<file path="src/rtl/asc_pkg.sv">
// asc_pkg: widths, FI lookup and thresholds shared by the adaptation-speed-control state unit
package asc_pkg;
  localparam int DMS_W = 12;
  localparam int DML_W = 14;
  localparam int AP_W  = 10;
  localparam int Y_W   = 13;
  localparam logic [Y_W-1:0]  Y_THR = 13'd1536;
  localparam logic [AP_W-1:0] AP_TR = 10'd256;
  localparam logic [2:0] FI_TAB [8] = '{3'd0, 3'd0, 3'd0, 3'd1, 3'd1, 3'd1, 3'd3, 3'd7};
endpackage

</file>
<file path="src/rtl/asc_update.sv">
// asc_update: combinational FUNCTF/FILTA/FILTB/SUBTC/FILTC/TRIGA update of one channel's DMS, DML and AP
module asc_update
  import asc_pkg::*;
(
  input  logic [3:0]       cw_i,
  input  logic [Y_W-1:0]   y_i,
  input  logic             tdp_i,
  input  logic             tr_i,
  input  logic [DMS_W-1:0] dms_i,
  input  logic [DML_W-1:0] dml_i,
  input  logic [AP_W-1:0]  ap_i,
  output logic [DMS_W-1:0] dmsp_o,
  output logic [DML_W-1:0] dmlp_o,
  output logic [AP_W-1:0]  apr_o
);
  logic [2:0] im, fi;
  logic signed [DMS_W:0] dms_diff, dms_sh;
  logic signed [DML_W:0] dml_diff, dml_sh;
  logic signed [14:0] dif;
  logic [14:0] difm;
  logic ax;
  logic signed [AP_W:0] ap_diff, ap_sh;
  // Arithmetic shifts keep the difference sign, so negative steps round toward minus infinity
  always_comb begin
    im = cw_i[3] ? ~cw_i[2:0] : cw_i[2:0];
    fi = FI_TAB[im];
    dms_diff = {1'b0, fi, 9'b0} - {1'b0, dms_i};
    dms_sh = dms_diff >>> 5;
    dmsp_o = dms_i + dms_sh[DMS_W-1:0];
    dml_diff = {1'b0, fi, 11'b0} - {1'b0, dml_i};
    dml_sh = dml_diff >>> 7;
    dmlp_o = dml_i + dml_sh[DML_W-1:0];
    dif = {1'b0, dmsp_o, 2'b0} - {1'b0, dmlp_o};
    difm = dif[14] ? -dif : dif;
    ax = !(y_i >= Y_THR && difm < {4'b0, dmlp_o[DML_W-1:3]} && !tdp_i);
    ap_diff = {1'b0, ax, 9'b0} - {1'b0, ap_i};
    ap_sh = ap_diff >>> 4;
    apr_o = tr_i ? AP_TR : ap_i + ap_sh[AP_W-1:0];
  end
endmodule

</file>
<file path="src/rtl/asc_state_unit.sv">
// asc_state_unit: per-channel DMS/DML/AP state with a two-stage accept / read-update-write pipeline
module asc_state_unit
  import asc_pkg::*;
#(
  parameter int NCH = 32,
  parameter int CHW = 5
) (
  input  logic            clk,
  input  logic            reset_n,
  input  logic            IN_VALID,
  input  logic [CHW-1:0]  CH,
  input  logic [3:0]      I,
  input  logic [Y_W-1:0]  Y,
  input  logic            TDP,
  input  logic            TR,
  output logic            AP_VALID,
  output logic [AP_W-1:0] AP_OUT,
  output logic [AP_W-1:0] APR_OUT
);
  logic [DMS_W-1:0] dms_q [NCH];
  logic [DML_W-1:0] dml_q [NCH];
  logic [AP_W-1:0]  ap_q  [NCH];
  logic             v_q, tdp_q, tr_q;
  logic [CHW-1:0]   ch_q;
  logic [3:0]       cw_q;
  logic [Y_W-1:0]   y_q;
  logic             fw_v_q;
  logic [CHW-1:0]   fw_ch_q;
  logic [DMS_W-1:0] fw_dms_q, dms_cur, dms_d;
  logic [DML_W-1:0] fw_dml_q, dml_cur, dml_d;
  logic [AP_W-1:0]  fw_ap_q, ap_cur, ap_d;
  logic             ap_valid_q;
  logic [AP_W-1:0]  ap_out_q, apr_out_q;
  logic             in_range, fwd;
  // Out-of-range requests are dropped at accept so they never reach the state arrays
  assign in_range = {1'b0, CH} < (CHW+1)'(NCH);
  assign fwd      = fw_v_q && fw_ch_q == ch_q;
  assign dms_cur  = fwd ? fw_dms_q : dms_q[ch_q];
  assign dml_cur  = fwd ? fw_dml_q : dml_q[ch_q];
  assign ap_cur   = fwd ? fw_ap_q  : ap_q[ch_q];
  asc_update u_upd (
    .cw_i   (cw_q),
    .y_i    (y_q),
    .tdp_i  (tdp_q),
    .tr_i   (tr_q),
    .dms_i  (dms_cur),
    .dml_i  (dml_cur),
    .ap_i   (ap_cur),
    .dmsp_o (dms_d),
    .dmlp_o (dml_d),
    .apr_o  (ap_d)
  );
  always_ff @(posedge clk or negedge reset_n) begin
    if (!reset_n) begin
      for (int k = 0; k < NCH; k++) begin
        dms_q[k] <= '0;
        dml_q[k] <= '0;
        ap_q[k]  <= '0;
      end
      v_q        <= 1'b0;
      ch_q       <= '0;
      cw_q       <= '0;
      y_q        <= '0;
      tdp_q      <= 1'b0;
      tr_q       <= 1'b0;
      fw_v_q     <= 1'b0;
      fw_ch_q    <= '0;
      fw_dms_q   <= '0;
      fw_dml_q   <= '0;
      fw_ap_q    <= '0;
      ap_valid_q <= 1'b0;
      ap_out_q   <= '0;
      apr_out_q  <= '0;
    end else begin
      v_q        <= IN_VALID && in_range;
      ap_valid_q <= v_q;
      fw_v_q     <= v_q;
      if (IN_VALID && in_range) begin
        ch_q  <= CH;
        cw_q  <= I;
        y_q   <= Y;
        tdp_q <= TDP;
        tr_q  <= TR;
      end
      if (v_q) begin
        dms_q[ch_q] <= dms_d;
        dml_q[ch_q] <= dml_d;
        ap_q[ch_q]  <= ap_d;
        fw_ch_q     <= ch_q;
        fw_dms_q    <= dms_d;
        fw_dml_q    <= dml_d;
        fw_ap_q     <= ap_d;
        ap_out_q    <= ap_cur;
        apr_out_q   <= ap_d;
      end
    end
  end
  assign AP_VALID = ap_valid_q;
  assign AP_OUT   = ap_out_q;
  assign APR_OUT  = apr_out_q;
endmodule

</file>
<file path="config.mk">
export PLATFORM = sky130hd
export DESIGN_NAME = asc_state_unit
export DESIGN_NICKNAME = d
export VERILOG_FILES = /design/src/rtl/asc_pkg.sv /design/src/rtl/asc_update.sv /design/src/rtl/asc_state_unit.sv
export SDC_FILE = /design/constraint.sdc
export NUM_CORES = 2
export LEC_CHECK = 0
export CORE_MARGIN = 3
export CORE_UTILIZATION = 35
export DETAILED_ROUTE_END_ITERATION = 10
export PLACE_DENSITY_LB_ADDON = 0.05
export SYNTH_ARGS = -nofsm -noshare
export SYNTH_HDL_FRONTEND = slang
export SYNTH_SLANG_ARGS = --single-unit
</file>
<file path="constraint.sdc">
create_clock -name clk -period 13.4 [get_ports clk]
set_clock_uncertainty 0.2 [all_clocks]
set_input_delay 2.68 -clock clk [delete_from_list [all_inputs] [get_ports clk]]
set_output_delay 2.68 -clock clk [all_outputs]
set_load 0.01 [all_outputs]
</file>
# Word-level counts from Yosys, hierarchy flattened
# Memories as Yosys holds them, arrays and structs flattened.
# Index checks and enable logic that the tools add are counted.
dict set report totals {
  ff_bits 1229
  rom_bits 24
  elab_cells 158
  memories 1
}
# memory depth width read_ports rd_ports_with_merged_regs write_ports line
set mem_list {}
lappend mem_list {{(name not given)} 8 3 1 0 0 asc_update.sv:26} ;# fi = FI_TAB[im];
dict set report classes {
  addsub 8
  order_cmp 5
  eq_ne 1
  muxes 26
  n_bitwise 3
  reduce_logical 6
}
# cell n
set ops {}
lappend ops {{448-bit bitwise mux} 1}
lappend ops {{384-bit bitwise mux} 1}
lappend ops {{320-bit bitwise mux} 1}
lappend ops {{14-bit binary-select mux with 5-bit select} 1}
lappend ops {{14-bit demux with 5-bit select} 1}
lappend ops {{12-bit binary-select mux with 5-bit select} 1}
lappend ops {{12-bit demux with 5-bit select} 1}
lappend ops {{14-bit 2-to-1 mux} 4}
lappend ops {{10-bit binary-select mux with 5-bit select} 1}
lappend ops {{10-bit demux with 5-bit select} 1}
lappend ops {{10-bit 2-to-1 mux} 5}
lappend ops {{12-bit 2-to-1 mux} 4}
lappend ops {{14-bit by 14-bit subtractor with 15-bit output} 2}
lappend ops {{15-bit by 11-bit less-than comparator with 1-bit output} 1}
lappend ops {{15-bit 2-to-1 mux} 1}
lappend ops {{15-bit negator} 1}
lappend ops {{14-bit adder} 1}
lappend ops {{13-bit by 11-bit greater-or-equal comparator with 1-bit output, second input constant} 1}
lappend ops {{12-bit by 12-bit subtractor with 13-bit output} 1}
lappend ops {{12-bit adder} 1}
lappend ops {{10-bit by 10-bit subtractor with 11-bit output} 1}
lappend ops {{10-bit adder} 1}
lappend ops {{3-bit 2-to-1 mux} 3}
lappend ops {{6-bit greater-or-equal comparator, second input constant} 1}
lappend ops {{8 further kinds} 12}

# Longest topological paths before layout
dict set report logic_depth {
  ltp_word 19
  mapped_depth 63
  depth_no_buf 49
}

# By module
# Synthesis repeated with hierarchy kept, for this count alone.
dict set report hier_totals {
  cells_unflattened 4271
  area_unflattened_um2 58856.4
}
# mod instances cells_each area_per_inst_um2
set modules_own_cells {}
lappend modules_own_cells {asc_state_unit 1 3824 55552.0}
lappend modules_own_cells {asc_update 1 447 3304.4}

# Worst setup path before layout
# No wires, ideal clock.
dict set report synth_path {
  path_kind {flip-flop to flip-flop}
  from {reg ch_q[0]}
  to {reg ap_q[119] (netlist bit)}
  setup_ns 0.135
  arrival_ns 11.437
  path_slack_ns 1.628
  path_stages_with_launch 63
  period_less_slack_ns 11.772
  path_cell_list {dfrtp_1 buf_6 buf_6 buf_4 buf_4 buf_4 buf_4 buf_2 buf_4 buf_4 buf_2 buf_2 mux4_2 a22oi_1 nand4_1 nor2_1 a21o_1 ha_1 [27 not listed] nor2_1 o21ai_0 and3_1 o311ai_0 a211o_1 ha_1 xor2_1 ha_1 inv_1 o21bai_1 a21oi_1 o21bai_1 a21oi_1 xnor2_1 xnor2_1 nand2b_1 clkbuf_1 o21ai_0}
}
dict set report synth_via {
  elab_chain_len 18
}
# item line
set synth_lines {}
lappend synth_lines {{start, declared} asc_state_unit.sv:24} ;# logic [CHW-1:0] ch_q;
lappend synth_lines {{start signal, assigned} asc_state_unit.sv:61} ;# ch_q <= '0;
lappend synth_lines {{start signal, assigned} asc_state_unit.sv:79} ;# ch_q <= CH;
lappend synth_lines {{5-bit inverter with 6-bit output (not written as such)} n/a}
lappend synth_lines {{14-bit binary-select mux with 5-bit select or 12-bit binary-select mux with 5-bit select (tied branches)} {asc_state_unit.sv:39, asc_state_unit.sv:38}}
lappend synth_lines {{14-bit 2-to-1 mux (not written as such) or 12-bit 2-to-1 mux (tied branches) (2 in series)} {asc_state_unit.sv:39, asc_state_unit.sv:38}}
lappend synth_lines {{14-bit 2-to-1 mux or 12-bit 2-to-1 mux (tied branches)} {asc_state_unit.sv:39, asc_state_unit.sv:38}}
lappend synth_lines {{14-bit by 14-bit subtractor with 15-bit output or 12-bit by 12-bit subtractor with 13-bit output (tied branches)} {asc_update.sv:30, asc_update.sv:27}}
lappend synth_lines {{14-bit adder or 12-bit adder (tied branches)} {asc_update.sv:32, asc_update.sv:29}}
lappend synth_lines {{14-bit by 14-bit subtractor with 15-bit output} asc_update.sv:33} ;# dif = {1'b0, dmsp_o, 2'b0} - {1'b0, dmlp_o};
lappend synth_lines {{15-bit negator} asc_update.sv:34} ;# difm = dif[14] ? -dif : dif;
lappend synth_lines {{15-bit 2-to-1 mux} asc_update.sv:34}
lappend synth_lines {{15-bit by 11-bit less-than comparator with 1-bit output} asc_update.sv:35} ;# ax = !(y_i >= Y_THR && difm < {4'b0, dmlp_o[DML_W-1:3]} && !tdp_i);
lappend synth_lines {{1-bit logical AND (2 in series)} asc_update.sv:35}
lappend synth_lines {{1-bit zero test} asc_update.sv:35}
lappend synth_lines {{10-bit by 10-bit subtractor with 11-bit output} asc_update.sv:36} ;# ap_diff = {1'b0, ax, 9'b0} - {1'b0, ap_i};
lappend synth_lines {{10-bit adder} asc_update.sv:38} ;# apr_o = tr_i ? AP_TR : ap_i + ap_sh[AP_W-1:0];
lappend synth_lines {{10-bit 2-to-1 mux} asc_update.sv:38}
lappend synth_lines {{320-bit bitwise mux (*)} asc_state_unit.sv:88} ;# ap_q[ch_q] <= ap_d;
lappend synth_lines {{end signal, assigned by index} asc_state_unit.sv:88}
lappend synth_lines {{end, declared} asc_state_unit.sv:22} ;# logic [AP_W-1:0] ap_q [NCH];
# Mark *: on every way between the ends. The rest lies on a longest branch, timed or not. The select of a mux whose other input is x is not followed.
# A chain may end at the register's enable or synchronous reset.

# Final worst setup path
dict set report layout_path {
  from {reg ch_q[1]}
  to {reg ap_q[149] (netlist bit)}
}
# Same word-level chain as after synthesis.

==> flow_summary.json <==
{
  "outcome": "completed",
  "die_w_um": 404,
  "die-area_sq_um": 163000,
  "syn-mean-instance-area_sq_um": 10.9,
  "cts_resized": 0,
  "overflow": 0,
  "end_kind": "flop",
  "cp_max_fo": 40,
  "grt_setup_unrepaired": "no",
  "ctsLongestPathBuffers": 3,
  "drive_gt1_share_pct": 16.7,
  "syn_inst": 5077,
  "yosys.area.top_type_share_pct": 55.1,
  "nets": 5023,
  "grt_first_pass_wirelength_mm": 274,
  "setup_tns_ns": 0,
  "multi_input_area_sq_um": 23100,
  "cts_tree": "built",
  "synthFlopType": "dfrtp_1",
  "holdPathStages": 2,
  "num_io_pins": 48,
  "drc_errors": 0,
  "register_area_sq_um": 30500,
  "fill_cells": 15493,
  "layout_min_cycle_time_ns": 12.33,
  "via_count": 37771,
  "numCtsBuffers": 143,
  "first_global_vias": 38172,
  "clkSinkCount": 1220,
  "slew_headroom_pct": 19.4,
  "portBuffers": 38,
  "design.core.area_sq_um": 157000,
  "synthTopCellsByArea": "dfrtp_1, mux4_2, o21ai_0",
  "cp_slowest_stage_delay_ns": 0.98,
  "synth_seq_cells": 1220,
  "synth-edff-count": 0,
  "drt-initial-drc-count": 2734,
  "synth_area_sq_um": 55400,
  "drv_cap": 0,
  "gp_congestion": 0.801,
  "slew_violations": 0,
  "crit_slowest_cell": "dfrtp_4",
  "wl_per_cell_um": 26.2,
  "finalWirelength_mm": 186,
  "tightest_slew_ns": 1.21,
  "fp.dieH_um": 404,
  "required_ns": 13.80,
  "syn-num-nets": 5168,
  "path_class": "flop to flop",
  "detail-route-antenna-nets": 0,
  "setup_viol": 0,
  "path_clk_slew_ns": 0.06,
  "dp.final_hpwl_mm": 105,
  "detail_route.vias_per_cell": 5.32,
  "yosysTopAreaCell": "dfrtp_1",
  "cts_root_buf": "clkbuf_16",
  "r2r_cells": 48,
  "timing.final.crit_share_pct": 92.0,
  "async_flop_share_pct": 100,
  "cts_htree_levels": 4,
  "antenna_found_initial": 3,
  "clk_latency_ns": 0.77,
  "yosysSeqAreaShare_pct": 55.1,
  "fmax_mhz": 81.1,
  "path_common_cell": "a21oi_1",
  "syn2layout_area_growth_pct": 13.4,
  "worstPathArrival_ns": 12.73,
  "final_hold_viol_count": 0,
  "hold_path.class": "flop to flop",
  "grt_max_degree": 170,
  "critPathLaunchType": "flop",
  "synth_warnings": 0,
  "grtUsageTotal_pct": 23.0,
  "row_count": 145,
  "cts_hold_buf": 0,
  "first_pass_iters": 5,
  "yosysUniqueCellTypes": 74,
  "start_util_pct": 35.3
}
metrics by stage:
step | hold slack [ns] | instance area, sq um | util (%) | instances | setup WS (ns)
after floorplan | 0.211 | 55400 | - | 5077 | 1.63
after global placement | 0.256 | 58000 | 37.0 | 6844 | 0.969
after detailed placement | 0.263 | 58000 | 37.0 | 6844 | 0.911
after CTS | 0.275 | 62800 | 40.0 | 7100 | 0.873
after global routing | 0.291 | 62800 | 40.1 | 7101 | 0.187
final | 0.269 | 62800 | 40.1 | 7102 | 1.07
repair_timing:
action / in CTS / in global routing
setup buffers: 0 / 1
endpoints found under the hold margin: 0 / 0
endpoints found under the setup margin: 0 / 6
final timing paths:
check	slack (ns)	start	to
max	1.07	ch_q[1]	ap_q[149]
min	0.27	dms_q[119]	dms_q[119]
max reg2reg	1.07	ch_q[1]	ap_q[149]
min reg2reg	0.27	dms_q[119]	dms_q[119]
max in group asynchronous	8.87	reset_n	ch_q[0]
min in group asynchronous	1.76	reset_n	ap_q[150]
cells by family after synthesis:
group	after synthesis	synth area share, %
compound gates	1378	13.8
xor+xnor	73	1.19
fa+ha+maj	64	1.47
buf+inv	536	3.93
flops	1220	55.1
mux	445	14.5
simple gates	1361	9.91
layout make-up:
| type | count | share of cell area (%) |
|---|---|---|
| flip-flops and latches | 1220 | 48.6 |
| inverters | 78 | 0.466 |
| multi-input cells | 3321 | 36.8 |
| diodes | 1 | 0.00398 |
| well taps | 2058 | 4.10 |
| clock buffers | 219 | 6.93 |
| repair buffers | 168 | 2.50 |
| clock inverters | 37 | 0.594 |
flip-flops by register name, indices dropped and copies added, names as in the netlist:
register / flops
fw_ap_q: 10
AP_VALID: 1
fw_dms_q: 12
AP_OUT: 10
v_q: 1
dms_q: 384
ap_q: 320
tdp_q: 1
ch_q: 5
y_q: 4
tr_q: 1
fw_dml_q: 14
dml_q: 448
cw_q: 4
fw_ch_q: 5
worst max-delay path, delay by kind of cell (launching register included):
| kind | cells | cell delay, ns |
|---|---|---|
| simple gates | 10 | 1.65 |
| xor+xnor | 3 | 0.45 |
| fa+ha+maj | 5 | 1.75 |
| mux | 2 | 0.69 |
| compound gates | 25 | 5.35 |
| flops | 1 | 0.98 |
| buf+inv | 3 | 0.99 |
synthesized netlist by cell type, drive strengths merged (19+ instances only):
master and count:
dfrtp 1220, nand2 1146, o21ai 1113, clkbuf 370, mux4 277, a22oi 116
mux2 105, buf 88, inv 78, nor2 73, mux2i 63, ha 62
xnor2 49, a21oi 41, nand4 30, xor2 23, a21o 21, nor3 19
layer usage:
| layer | track usage (%) | wire length (um) |
|---|---|---|
| met2 | 35.9 | 85000 |
| met4 | 5.87 | 4570 |
| met3 | 3.23 | 7580 |
| met5 | 0 | 0 |
| met1 | 33.8 | 89200 |
cell usage in the layout, fill, tap and decap left out, drive strengths merged, types with 10 or more instances in the layout:
cell           count
mux2i             63
dfrtp           1220
ha                62
inv               85
nor3              19
mux2             105
nand4             30
a21oi             41
clkbuf           219
a21o              21
clkdlybuf4s50     37
xnor2             49
clkinv            25
a22oi            116
buf              131
nand2b            15
o21a              10
o21ai           1113
xor2              23
nor2              73
nand2           1146
mux4             277
Power is left out: the tool's default activity adds up to more than one toggle a clock period on the data nets, which glitch-free logic cannot reach.
